**src/rtl/serial_adder.sv**
```systemverilog
// Bit-serial full adder: one full-adder cell plus a carry flop, LSB first, start/busy/done handshake.
// Optional subtract mode (B inverted before the cell) is enabled by defining SERIAL_ADDER_SUB_EN.
module serial_adder #(
  parameter int WIDTH = 8
) (
  input  logic             i_clk,
  input  logic             i_reset,
  input  logic             i_start,
  input  logic [WIDTH-1:0] i_a,
  input  logic [WIDTH-1:0] i_b,
  input  logic             i_carry_in,
`ifdef SERIAL_ADDER_SUB_EN
  input  logic             i_sub,
`endif
  output logic             o_busy,
  output logic             o_done,
  output logic [WIDTH-1:0] o_sum,
  output logic             o_carry,
  output logic [1:0]       o_state
);

  // Handshake: i_start is sampled only in IDLE; o_busy is high for the WIDTH
  // RUN cycles; o_done pulses for one cycle once o_sum/o_carry hold the result.
  localparam int CNT_W = $clog2(WIDTH);
  localparam logic [CNT_W-1:0] LAST = CNT_W'(WIDTH - 1);

  typedef enum logic [1:0] {
    IDLE = 2'd0,
    RUN  = 2'd1,
    DONE = 2'd2
  } state_t;

  state_t state, state_next;
  logic load, step, finish;

  logic [WIDTH-1:0] a_sr;
  logic [WIDTH-1:0] b_sr;
  logic [WIDTH-1:0] res_sr;
  logic [CNT_W-1:0] cnt;
  logic             carry_q;
  logic             b_bit;
  logic             sum_bit;
  logic             carry_next;

`ifdef SERIAL_ADDER_SUB_EN
  logic sub_q;

  always_ff @(posedge i_clk) begin
    if (i_reset) begin
      sub_q <= 1'b0;
    end else if (load) begin
      sub_q <= i_sub;
    end
  end

  assign b_bit = b_sr[0] ^ sub_q;
`else
  assign b_bit = b_sr[0];
`endif

  assign sum_bit    = a_sr[0] ^ b_bit ^ carry_q;
  assign carry_next = (a_sr[0] & b_bit) | (a_sr[0] & carry_q) | (b_bit & carry_q);

  always_ff @(posedge i_clk) begin
    if (i_reset) begin
      state <= IDLE;
    end else begin
      state <= state_next;
    end
  end

  always_comb begin
    state_next = state;
    load       = 1'b0;
    step       = 1'b0;
    finish     = 1'b0;
    case (state)
      IDLE: begin
        if (i_start) begin
          load       = 1'b1;
          state_next = RUN;
        end
      end
      RUN: begin
        step = 1'b1;
        if (cnt == LAST) begin
          finish     = 1'b1;
          state_next = DONE;
        end
      end
      DONE:    state_next = IDLE;
      default: state_next = IDLE;
    endcase
  end

  // Operands shift right so bit k always sits at position 0; results enter MSB-side.
  always_ff @(posedge i_clk) begin
    if (i_reset) begin
      a_sr    <= '0;
      b_sr    <= '0;
      res_sr  <= '0;
      cnt     <= '0;
      carry_q <= 1'b0;
      o_sum   <= '0;
      o_carry <= 1'b0;
    end else if (load) begin
      a_sr    <= i_a;
      b_sr    <= i_b;
      carry_q <= i_carry_in;
      cnt     <= '0;
    end else if (step) begin
      a_sr    <= {1'b0, a_sr[WIDTH-1:1]};
      b_sr    <= {1'b0, b_sr[WIDTH-1:1]};
      res_sr  <= {sum_bit, res_sr[WIDTH-1:1]};
      carry_q <= carry_next;
      cnt     <= cnt + 1'b1;
      if (finish) begin
        o_sum   <= {sum_bit, res_sr[WIDTH-1:1]};
        o_carry <= carry_next;
      end
    end
  end

  assign o_busy  = (state == RUN);
  assign o_done  = (state == DONE);
  assign o_state = state;

endmodule

```
**config.mk**
```make
export PLATFORM = sky130hd
export DESIGN_NAME = serial_adder
export DESIGN_NICKNAME = d
export VERILOG_FILES = /design/src/rtl/serial_adder.sv
export SDC_FILE = /design/constraint.sdc
export NUM_CORES = 1
export LEC_CHECK = 0
export ABC_AREA = 1
export BUFFER_PORTS_ARGS = -buffer_cell sky130_fd_sc_hd__buf_2
export CORE_MARGIN = 10
export CORE_UTILIZATION = 25
export CTS_BUF_LIST = sky130_fd_sc_hd__clkbuf_8
export CTS_CLUSTER_SIZE = 30
export DETAILED_ROUTE_END_ITERATION = 7
export RECOVER_POWER = 100
export SYNTH_ARGS = -nofsm -noshare
export SYNTH_HDL_FRONTEND = slang
export SYNTH_SLANG_ARGS = --single-unit
```
**constraint.sdc**
```tcl
create_clock -name i_clk -period 1.3 [get_ports i_clk]
set_input_delay 0.065 -clock i_clk [delete_from_list [all_inputs] [get_ports i_clk]]
set_output_delay 0.065 -clock i_clk [all_outputs]
set_load 0.01 [all_outputs]
```
[Yosys cells after proc, flatten, opt, wreduce, memory -nomap -nowiden]
Cells that the tools add are included.
Cells by class
  eq/ne operators: 5
  $add $sub $neg: 1
  reduce and logical (&&, ||, !) cells: 6
  bitwise gates (word level): 8
  multiplexer cells: 14
Operator list (number)
  two-way mux 8 bit: 4
  two-way mux 1 bit: 7
  two-way mux 2 bit: 2
  one-hot mux 2 bit (2 select lines): 1
  AND reduction 2 bit: 2
  adder 3 x 1 -> 3 bit, second input constant: 1
  AND 1 bit: 3
  == test 3 bit, second input constant: 1
  AND reduction 3 bit: 1
  == test 2 x 1 -> 1 bit, second input constant: 1
  == test 2 bit, second input constant: 1
  logical NOT 2 bit: 1
  != test 2 x 1 -> 1 bit, second input constant: 1
  != test 2 bit, second input constant: 1
  bitwise OR 1 bit: 2
  nonzero test 2 bit: 1
  OR reduction 2 bit: 1
  XOR 1 bit: 2
  inverter 1 bit: 1
Storage, ports and cells
  input port bits: 20
  register bits: 39
  word-level logic and storage cells: 42
  output and inout port bits: 13

[Logic depth before layout (Yosys ltp)]
Gate-level depths: netlist of run 1.
  word-level depth: 5
  depth in mapped cells: 8
  mapped depth without buffers: 8

[Worst setup path before layout of run 1]
No wires, ideal clock.
  path kind: register to register
  start point: reg state[1], in the netlist o_state[1]
  end point: reg a_sr[3]
  stages on the path, launching flop included: 7
  buffers on the path: 1
  arrival: 1.040 ns
  slack: 0.123 ns
  data required time: 1.162 ns
  path through: dfxtp_1 > inv_2 > buf_2 > nand3_1 > nand2_1 > nand2_1 > a21oi_2
Between the ends
  word-level cells in the longest chain between the ends: 3
RTL lines
  from (decl): RTL line 33  | state_t state, state_next;
  from (signal assigned): RTL line 68  | state <= state_next;
  == test 2 x 1 -> 1 bit or logical NOT 2 bit (tied branches): RTL line 77  | case (state)
  two-way mux 1 bit: RTL line 77
  nonzero test 2 bit (no line) or two-way mux 8 bit (tied branches)
  to (signal assigned): RTL line 107  | a_sr <= i_a;
  to (signal assigned): RTL line 112  | a_sr <= {1'b0, a_sr[WIDTH-1:1]};
  to (decl): RTL line 36  | logic [WIDTH-1:0] a_sr;
Parallel ways exist; a longest one is shown, timed or not.
A chain may end at the register's enable or synchronous reset.

[Worst setup path in the final report of run 1]
  start point: reg state[0], in the netlist o_state[0]
  end point: out o_done
Between the ends
  word-level cells in the longest chain between the ends: 1
RTL lines
  == test 2 bit: RTL line 125  | assign o_done = (state == DONE);
  to (decl): RTL line 16  | output logic o_done,
Every way passes these cells.

==> impl_metrics.env, run 1 <==
export IMPL_synth_edf_count=0
export IMPL_grt_pass1_vias=1545
export IMPL_use_met1=0.09927
export IMPL_rsz0062_at_grt="no"
export IMPL_nets=304
export IMPL_drc=0
export IMPL_dpl_cell_area_um2=2079
export IMPL_drv_slew=0
export IMPL_cts_buffers=5
export IMPL_io_buffers=32
export IMPL_ant_nets=0
export IMPL_yosysUniqueCellTypes=21
export IMPL_fin_crit_sh=0.9264
export IMPL_start_util=0.2575
export IMPL_dieHeight_um=103.6
export IMPL_track_usage=0.08040
export IMPL_max_freq_mhz=830.3
export IMPL_synth_top_cell_area_share=0.4349
export IMPL_critical_path_arrival_ns=1.14
export IMPL_maxSlewHeadroom=0.7978
export IMPL_worstSetupPathType="reg -> out"
export IMPL_p_leak_nw=1.024
export IMPL_clk_path_buf_depth=2
export IMPL_viasPerCell=4.146
export IMPL_drt_iter0_markers=36
export IMPL_synth_nets=262
export IMPL_antennaDiodeCount=0
export IMPL_antenna_found_initial=0
export IMPL_cp_cell_sequence="clkbuf_4 > nor2_1 > clkbuf_2"
export IMPL_power_mw=2.472
export IMPL_ir_drop_v=0.0004000
export IMPL_fillerInstances=744
export IMPL_r2r_start="o_state[0]$_SDFFE_PP0P_"
export IMPL_num_rows=30
export IMPL_grt_max_degree=19
export IMPL_final_cell_count_no_fill=378
export IMPL_clk_latency_ns=0.30
export IMPL_pin_count=33
export IMPL_min_period_ns=1.204
export IMPL_cts_tree="built"
export IMPL_final_hold_violation_count=0
export IMPL_placedCellCount=370
export IMPL_fin_area_um2=2150
export IMPL_worst_pin_slew_ns=0.3030
export IMPL_cts_root_buf="clkbuf_8"
export IMPL_synth_common_cells="nand2_1, dfxtp_1, nand3_1"
export IMPL_synth_most_common_cell="nand2_1"
export IMPL_p_per_area_nw_per_um2=1150
export IMPL_dieWidth_um=103.6
export IMPL_met3_usage=0.03346
export IMPL_cp_start_kind="flop"
export IMPL_drv_cap=0
export IMPL_clock_sinks=38
export IMPL_cpMaxStageDelayCell="dfxtp_2"
export IMPL_syn_mean_instance_area_um2=7.319
export IMPL_worstHoldPathType="in -> reg"
export IMPL_ys_warn_count=0
export IMPL_areaGrowthSynthToFinish_pct=22.89
export IMPL_status="complete, no violations"
export IMPL_die_area_um2=10740
export IMPL_grt_pass1_wl_um=7203
export IMPL_place_congestion=0.7752
export IMPL_htree_levels=2
export IMPL_ys_ff_latch=38
export IMPL_drt_total_wl_um=4098
export IMPL_busiest_layer="met2"
export IMPL_coreArea_um2=6794
export IMPL_crit_start="o_state[0]$_SDFFE_PP0P_"
export IMPL_wl_per_cell_um=10.84
export IMPL_grt_use_met2=0.1185
export IMPL_clkSlewWorstSetupHoldPaths_ns=0.07
export IMPL_grt_ovfl_total=0
export IMPL_fin_skew_ns=0.005379
export IMPL_finalSetupViolations=0
export IMPL_path_max_fanout=15
export IMPL_cp_required_ns=1.24
export IMPL_drive_gt1_frac=0.2340
export IMPL_place_hpwl_um=3085
export IMPL_synthCells=239
export IMPL_syn_cell_area_um2=1749
export IMPL_async_flop_share=0
export IMPL_tns_ns=0
export IMPL_via_count=1567
export IMPL_ys_seq_area_frac=0.4349
export IMPL_dr_pass1_iters=4
export IMPL_synth_area_top_cells="dfxtp_1, nand2_1, nand3_1, nor2_1, a21oi_2"
export IMPL_synth_ff_type="dfxtp_1"
export IMPL_yosys_area_top_type="dfxtp_1"
export IMPL_critPathMaxStageDelay_ns=0.34
export IMPL_min_delay_start="i_b[7]"
export IMPL_endpoint_kind="output port"
[power breakdown]
group	switching (mW)	leakage, nW	internal, mW	total (mW)
Sequential	0.0402	0.312	1.23	1.27
Combinational	0.200	0.664	0.145	0.345
Clock	0.431	0.0472	0.426	0.857
[routing by layer]
| layer | vias up | wire length, um |
|---|---|---|
| met5 | - | 0 |
| met2 | 34 | 1796 |
| met3 | 5 | 284 |
| li1 | 834 | - |
| met4 | 0 | 58 |
| met1 | 694 | 1959 |
[flip-flops by register name (all words and copies together) (netlist names)]
signal and cells:
carry_q 1, o_sum 8, b_sr 8, o_carry 1
o_state 2, res_sr 7, a_sr 8, cnt 3
[cell usage in the layout, fill, tap and decap left out]
master	instances
nand2_1	64
dfxtp_1	35
nand3_1	32
nor2_1	30
buf_2	20
inv_1	18
buf_4	12
a21oi_1	11
clkbuf_1	11
o21ai_0	10
a21oi_2	6
clkbuf_8	6
inv_2	4
nand2_2	4
dfxtp_2	3
clkbuf_2	3
nor2_4	2
ha_1	2
nor2_8	1
o21ai_4	1
o21ai_1	1
xor2_1	1
fa_1	1
clkinvlp_4	1
clkinv_2	1
buf_12	1
clkbuf_4	1
[kinds of logic after synthesis]
| group | share of synthesized area |
|---|---|
| xor gates and xnor gates | 0.005008 |
| adders and majority gates | 0.02575 |
| buffers and inverters | 0.09442 |
| and+or+nand+nor | 0.3290 |
| AOI/OAI and AO/OA | 0.1109 |
| DFF | 0.4349 |
[critical path: cells and delay by family, from the launching register on]
family,cells,cell delay [ns]
flops,1,0.34
buf+inv,2,0.36
simple gates,1,0.14
[per-stage QoR]
stage / setup slack (ns) / util / hold slack [ns]
floorplan: 0.1228 / - / 0.2160
global placement: 0.1033 / 0.3061 / 0.3281
detailed placement: 0.03462 / 0.3061 / 0.3311
CTS: 0.003676 / 0.3199 / 0.005153
global route: 0.01285 / 0.3164 / 0.01835
finish: 0.09566 / 0.3164 / 0.01024
[layout make-up]
class	count	area, um2	area share
clock buffers	6	82.58	0.03842
clock inverters	2	12.51	0.005821
inverters	22	82.58	0.03842
well taps	96	120.1	0.05588
repair buffers	48	274.0	0.1275
flip-flops and latches	38	764.5	0.3556
multi-input cells	166	813.3	0.3783
[worst paths after layout]
kind,endpoint,slack (ns),cells past startpoint
hold / removal,b_sr[7]$_SDFFE_PP0P_,0.01,3
setup / recovery,o_done,0.1,3
hold reg to reg,b_sr[1]$_SDFFE_PP0P_,0.46,2
setup reg to reg,carry_q$_SDFFE_PP0P_,0.12,7
[timing repair]
| action | CTS | global route |
|---|---|---|
| endpoints found under the setup margin | 3 | 9 |
| setup buffers | 0 | 1 |
| gates resized for setup | 2 | 5 |
| endpoints found under the hold margin | 0 | 0 |
| pin swaps | 1 | 2 |
| hold buffers | 0 | 0 |
Note: power is estimated with default switching activity, not from simulation.
==> inputs of run 2 (changes only) <==
--- a/config.mk
+++ b/config.mk
@@ -12,6 +12,7 @@
 export CTS_BUF_LIST = sky130_fd_sc_hd__clkbuf_8
 export CTS_CLUSTER_SIZE = 30
 export DETAILED_ROUTE_END_ITERATION = 7
+export MAX_ROUTING_LAYER = met4
 export RECOVER_POWER = 100
 export SYNTH_ARGS = -nofsm -noshare
 export SYNTH_HDL_FRONTEND = slang
==> run 2 against run 1 <==
Against the previous run:
- final area stayed put
- sequential share of layout area stayed put
- clock skew hardly changed
- critical path depth is 1 higher
- fmax hardly changed
- critical path type unchanged
- critical endpoint is now o_busy
- largest cell class unchanged
==> impl_metrics.env, run 2 (synthesis results as in run 1) <==
export IMPL_mostFrequentLayoutCells="nand2_1, dfxtp_1, nand3_1"
export IMPL_fin_crit_sh=0.9269
export IMPL_coreArea_um2=6794
export IMPL_multi_input_area_um2=813.3
export IMPL_antenna_found_initial=0
export IMPL_viasPerCell=4.146
export IMPL_drt_iter0_markers=37
export IMPL_endpoint_kind="output port"
export IMPL_maxSlewHeadroom=0.7978
export IMPL_grt_ovfl_total=0
export IMPL_ir_drop_v=0.0004000
export IMPL_critical_path_arrival_ns=1.14
export IMPL_combPwrFrac=0.140
export IMPL_cp_required_ns=1.24
export IMPL_p_seq_frac=0.514
export IMPL_clk_path_buf_depth=2
export IMPL_tns_ns=0
export IMPL_nets=304
export IMPL_drv_slew=0
export IMPL_dieWidth_um=103.6
export IMPL_clkPwrFrac=0.347
export IMPL_clk_latency_ns=0.30
export IMPL_cts_root_buf="clkbuf_8"
export IMPL_cp_cell_sequence="buf_4 > nor2_4 > buf_4 > clkbuf_2"
export IMPL_cp_start_kind="flop"
export IMPL_p_int_mw=1.801
export IMPL_fillerInstances=744
export IMPL_p_per_area_nw_per_um2=1150
export IMPL_num_rows=30
export IMPL_switchingPower_mw=0.6710
export IMPL_fin_skew_ns=0.005379
export IMPL_drt_total_wl_um=4098
export IMPL_grt_pass1_vias=1549
export IMPL_ant_nets=0
export IMPL_via_count=1567
export IMPL_clock_sinks=38
export IMPL_drc=0
export IMPL_start_util=0.2575
export IMPL_areaGrowthSynthToFinish_pct=22.89
export IMPL_power_mw=2.472
export IMPL_critPathTopFamily="buffers and inverters"
export IMPL_pin_count=33
export IMPL_finalSetupViolations=0
export IMPL_clkSlewWorstSetupHoldPaths_ns=0.07
export IMPL_htree_levels=2
export IMPL_dieHeight_um=103.6
export IMPL_track_usage=0.08263
export IMPL_max_freq_mhz=829.9
export IMPL_grt_max_degree=19
export IMPL_largestRegisters="a_sr (8), b_sr (8), o_sum (8)"
export IMPL_wl_per_cell_um=10.84
export IMPL_p_sw_frac=0.2714
export IMPL_drive_gt1_frac=0.2340
export IMPL_place_congestion=0.7856
export IMPL_cts_buffers=5
export IMPL_drv_cap=0
export IMPL_die_area_um2=10740
export IMPL_worstSetupPathType="reg -> out"
export IMPL_cpMaxStageDelayCell="dfxtp_2"
export IMPL_crit_buf_inv=3
export IMPL_rsz0062_at_grt="no"
export IMPL_crit_top_cell="buf_4"
export IMPL_seq_area_um2=764.5
export IMPL_path_max_fanout=5
export IMPL_p_leak_nw=1.024
export IMPL_worst_pin_slew_ns=0.3030
export IMPL_cts_hold_buf=0
export IMPL_final_common_cell="nand2_1"
export IMPL_place_hpwl_um=3085
export IMPL_final_hold_violation_count=0
export IMPL_antennaDiodeCount=0
export IMPL_critPathMaxStageDelay_ns=0.34
export IMPL_dr_pass1_iters=4
export IMPL_min_period_ns=1.205
export IMPL_status="complete, no violations"
export IMPL_grt_pass1_wl_um=7196
export IMPL_cts_tree="built"
export IMPL_worstHoldPathType="in -> reg"
export IMPL_io_buffers=32
-- run 2: cell type report --
cell class	count	area share
tap	96	0.05588
inverter	22	0.03842
clock inverter	2	0.005821
clock buffer	6	0.03842
multi-input combinational	166	0.3783
sequential	38	0.3556
timing repair buffer	48	0.1275
-- run 2: metrics by stage --
step / hold slack, ns / instance area, um2 / setup WS, ns / std cells / util
finish: 0.01265 / 2150 / 0.09501 / 378 / 0.3164
detailed placement: 0.3311 / 2079 / 0.03462 / 370 / 0.3061
floorplan: 0.2160 / 1749 / 0.1228 / 239 / -
global route: 0.01835 / 2150 / 0.01285 / 378 / 0.3164
CTS: 0.005153 / 2173 / 0.003676 / 377 / 0.3199
global placement: 0.3281 / 2079 / 0.1033 / 370 / 0.3061
-- run 2: repair_timing --
action | 4_1_cts | 5_1_grt
setup buffers | 0 | 1
resized for setup | 2 | 5
pin swaps | 1 | 2
setup endpoints to repair | 3 | 9
-- run 2: final timing paths --
path              cells past startpoint                    to                    start  slack [ns]
setup reg to reg                      7  carry_q$_SDFFE_PP0P_  o_state[0]$_SDFFE_PP0P_        0.12
hold / removal                        3  b_sr[7]$_SDFFE_PP0P_                   i_b[7]        0.01
hold reg to reg                       2  b_sr[1]$_SDFFE_PP0P_     b_sr[1]$_SDFFE_PP0P_        0.46
setup / recovery                      4                o_busy  o_state[1]$_SDFFE_PP0P_         0.1
-- run 2: worst min-delay path, cell delays in order --
cell	delay [ns]
buf_2	0.10
nand2_1	0.05
a21oi_1	0.05
-- run 2: routing by layer --
metal / GRT usage / part of all wire
met2: 0.1185 / 0.44
met4: 0.03629 / 0.014
met5: - / 0
met3: 0.02788 / 0.054
met1: 0.1025 / 0.49
-- run 2: power groups by stage --
stage	logic [mW]	clock network [mW]	registers [mW]
2_1_floorplan	0.254	0	1.29
3_3_place_gp	0.358	0	1.29
3_5_place_dp	0.360	0	1.30
4_1_cts	0.361	0.889	1.27
5_1_grt	0.397	0.936	1.28
6_report	0.345	0.857	1.27
==> inputs of run 3 (changes only) <==
==> constraint.sdc (replaced) <==
create_clock -name i_clk -period 1.16 [get_ports i_clk]
set_input_delay 0.058 -clock i_clk [delete_from_list [all_inputs] [get_ports i_clk]]
set_output_delay 0.058 -clock i_clk [all_outputs]
set_load 0.01 [all_outputs]
==> run 3 against run 2 <==
Against the previous run:
- the flow now finishes with violations (negative setup slack)
- power up 28%
- via count up 6.4%
- global-route usage up 0.30 points
- cell count up 3.4%
- critical path depth up 3
- worst hold slack better by 0.0091 ns
- non-clock buffer count up 14
- flip-flop and latch count unchanged
- combinational power up 70%
- largest power group unchanged
==> impl_metrics.env, run 3 (synthesis results as in run 1) <==
export IMPL_status="finished with violations"
export IMPL_violations="negative setup slack"
export IMPL_wl_met1_um=2175
export IMPL_max_freq_mhz=835.4
export IMPL_viasPerCell=4.266
export IMPL_clkPwrFrac=0.366
export IMPL_crit_top_cell="nand2_4"
export IMPL_p_int_mw=2.347
export IMPL_clk_path_buf_depth=2
export IMPL_ant_nets=0
export IMPL_seq_area_um2=774.5
export IMPL_rsz0062_at_grt="yes"
export IMPL_endpoint_kind="flop"
export IMPL_num_rows=30
export IMPL_drc=0
export IMPL_cp_required_ns=1.39
export IMPL_mostFrequentLayoutCells="nand2_1, nand3_1, dfxtp_1"
export IMPL_pin_count=33
export IMPL_cp_cell_sequence="buf_12 > nor2_8 > nand2_4 > clkbuf_16 > nand2_4 > nand2_2 > a21oi_2"
export IMPL_maxSlewHeadroom=0.8162
export IMPL_rrSetupSlack_ns=-0.04
export IMPL_r2r_end="a_sr[3]$_SDFFE_PP0P_"
export IMPL_clk_latency_ns=0.29
export IMPL_cts_buffers=5
export IMPL_cpMaxStageDelayCell="dfxtp_4"
export IMPL_wl_per_cell_um=11.56
export IMPL_switchingPower_mw=0.8279
export IMPL_cp_endpoint="a_sr[3]$_SDFFE_PP0P_"
export IMPL_fin_ws_ns=-0.03709
export IMPL_critPathMaxStageDelay_ns=0.36
export IMPL_fin_skew_ns=0.006933
export IMPL_worstSetupPathType="reg -> reg"
export IMPL_fin_area_um2=2608
export IMPL_worst_pin_slew_ns=0.2757
export IMPL_dieHeight_um=103.6
export IMPL_dr_pass1_iters=5
export IMPL_areaGrowthSynthToFinish_pct=49.07
export IMPL_p_sw_frac=0.2608
export IMPL_coreArea_um2=6794
export IMPL_finalSetupViolations=14
export IMPL_ir_drop_v=0.0004557
export IMPL_cp_start_kind="flop"
export IMPL_multi_input_area_um2=1013
export IMPL_reg2regPathDepth=7
export IMPL_start_util=0.2575
export IMPL_min_period_ns=1.197
export IMPL_place_congestion=0.7908
export IMPL_fin_crit_sh=1.032
export IMPL_grt_pass1_wl_um=7665
export IMPL_crit_start="o_state[0]$_SDFFE_PP0P_"
export IMPL_wl_met2_um=2042
export IMPL_clock_sinks=38
export IMPL_fillerInstances=705
export IMPL_path_max_fanout=5
export IMPL_wl_met3_um=256
export IMPL_combPwrFrac=0.184
export IMPL_final_hold_violation_count=0
export IMPL_cts_root_buf="clkbuf_8"
export IMPL_antennaDiodeCount=0
export IMPL_drt_iter0_markers=76
export IMPL_track_usage=0.08568
export IMPL_clkSlewWorstSetupHoldPaths_ns=0.08
export IMPL_drv_cap=0
export IMPL_worstHoldPathType="in -> reg"
export IMPL_dieWidth_um=103.6
export IMPL_grt_ovfl_total=0
export IMPL_utilization=0.3838
export IMPL_htree_levels=2
export IMPL_p_per_area_nw_per_um2=1218
export IMPL_via_count=1668
export IMPL_r2r_start="o_state[0]$_SDFFE_PP0P_"
export IMPL_drive_gt1_frac=0.4508
export IMPL_place_hpwl_um=3005
export IMPL_grt_max_degree=19
export IMPL_highest_layer="met4"
export IMPL_die_area_um2=10740
export IMPL_nets=318
export IMPL_io_buffers=32
export IMPL_p_leak_nw=1.174
export IMPL_critical_path_arrival_ns=1.43
export IMPL_cts_tree="built"
export IMPL_largestRegisters="a_sr (8), b_sr (8), o_sum (8)"
export IMPL_p_seq_frac=0.450
export IMPL_pre_cts_slack_ns=-0.06564
export IMPL_antenna_found_initial=0
export IMPL_power_mw=3.175
export IMPL_drt_total_wl_um=4519
export IMPL_drv_slew=0
export IMPL_dpl_cell_area_um2=2136
export IMPL_grt_pass1_vias=1609
[run 3: changes by cell type in the layout (fill, tap and decap cells not counted), moves of 3 or more]
cell      previous run  this run
dfxtp_1             35        31
inv_1               18        15
nand2_1             64        31
clkbuf_2             3         0
a21oi_1             11         5
nand2_4              0        11
o21ai_0             10         6
a21oi_2              6        12
nand2_2              4        26
buf_6                0         6
buf_4               12        18
[run 3: worst min-delay path by stage]
stage           start                   end  slack (ns)  cells after the start
3_5_place_dp   i_b[7]  b_sr[7]$_SDFFE_PP0P_        0.32                      3
2_1_floorplan  i_a[7]  a_sr[7]$_SDFFE_PP0P_        0.21                      2
5_1_grt        i_b[7]  b_sr[7]$_SDFFE_PP0P_        0.02                      3
4_1_cts        i_b[7]  b_sr[7]$_SDFFE_PP0P_       0.004                      3
6_report       i_b[7]  b_sr[7]$_SDFFE_PP0P_        0.02                      3
3_3_place_gp   i_b[7]  b_sr[7]$_SDFFE_PP0P_        0.32                      3
[run 3: stage by stage]
stage / TNS, ns / hold slack, ns / std cells
finish: -0.2170 / 0.02176 / 391
global route: -1.760 / 0.01685 / 391
CTS: -0.03465 / 0.004039 / 387
detailed placement: -0.4862 / 0.3202 / 374
global placement: -0.07211 / 0.3194 / 374
floorplan: 0 / 0.2090 / 239
[run 3: final cells by class]
| type | count | area share |
|---|---|---|
| clock buffer | 6 | 0.03167 |
| sequential | 38 | 0.2970 |
| timing repair buffer | 62 | 0.1867 |
| inverter | 22 | 0.03839 |
| tap | 96 | 0.04607 |
| clock inverter | 1 | 0.01152 |
| multi-input combinational | 166 | 0.3887 |
[run 3: layer usage]
metal	vias to the layer above	GRT usage
met3	6	0.03532
li1	861	-
met1	766	0.1088
met5	-	-
met2	35	0.1207
met4	0	0.02520
[run 3: power groups by stage]
stage | clock network [mW] | registers (mW) | logic [mW]
finish | 1.16 | 1.43 | 0.585
global route | 1.26 | 1.44 | 0.648
CTS | 1.19 | 1.42 | 0.461
detailed placement | 0 | 1.45 | 0.438
global placement | 0 | 1.45 | 0.438
floorplan | 0 | 1.44 | 0.287
[run 3: critical path: cells and delay by family (launching register included)]
family	cells	cell delay [ns]
buffers and inverters	2	0.32
DFF	1	0.36
and+or+nand+nor	4	0.33
AOI/OAI and AO/OA	1	0.13
[run 3: what timing repair did]
item,in CTS,in global routing
pin swaps,2,23
gates resized for setup,22,66
gates cloned,0,2
hold buffers,0,0
buffers inserted,6,2
endpoints found under the setup margin,14,38
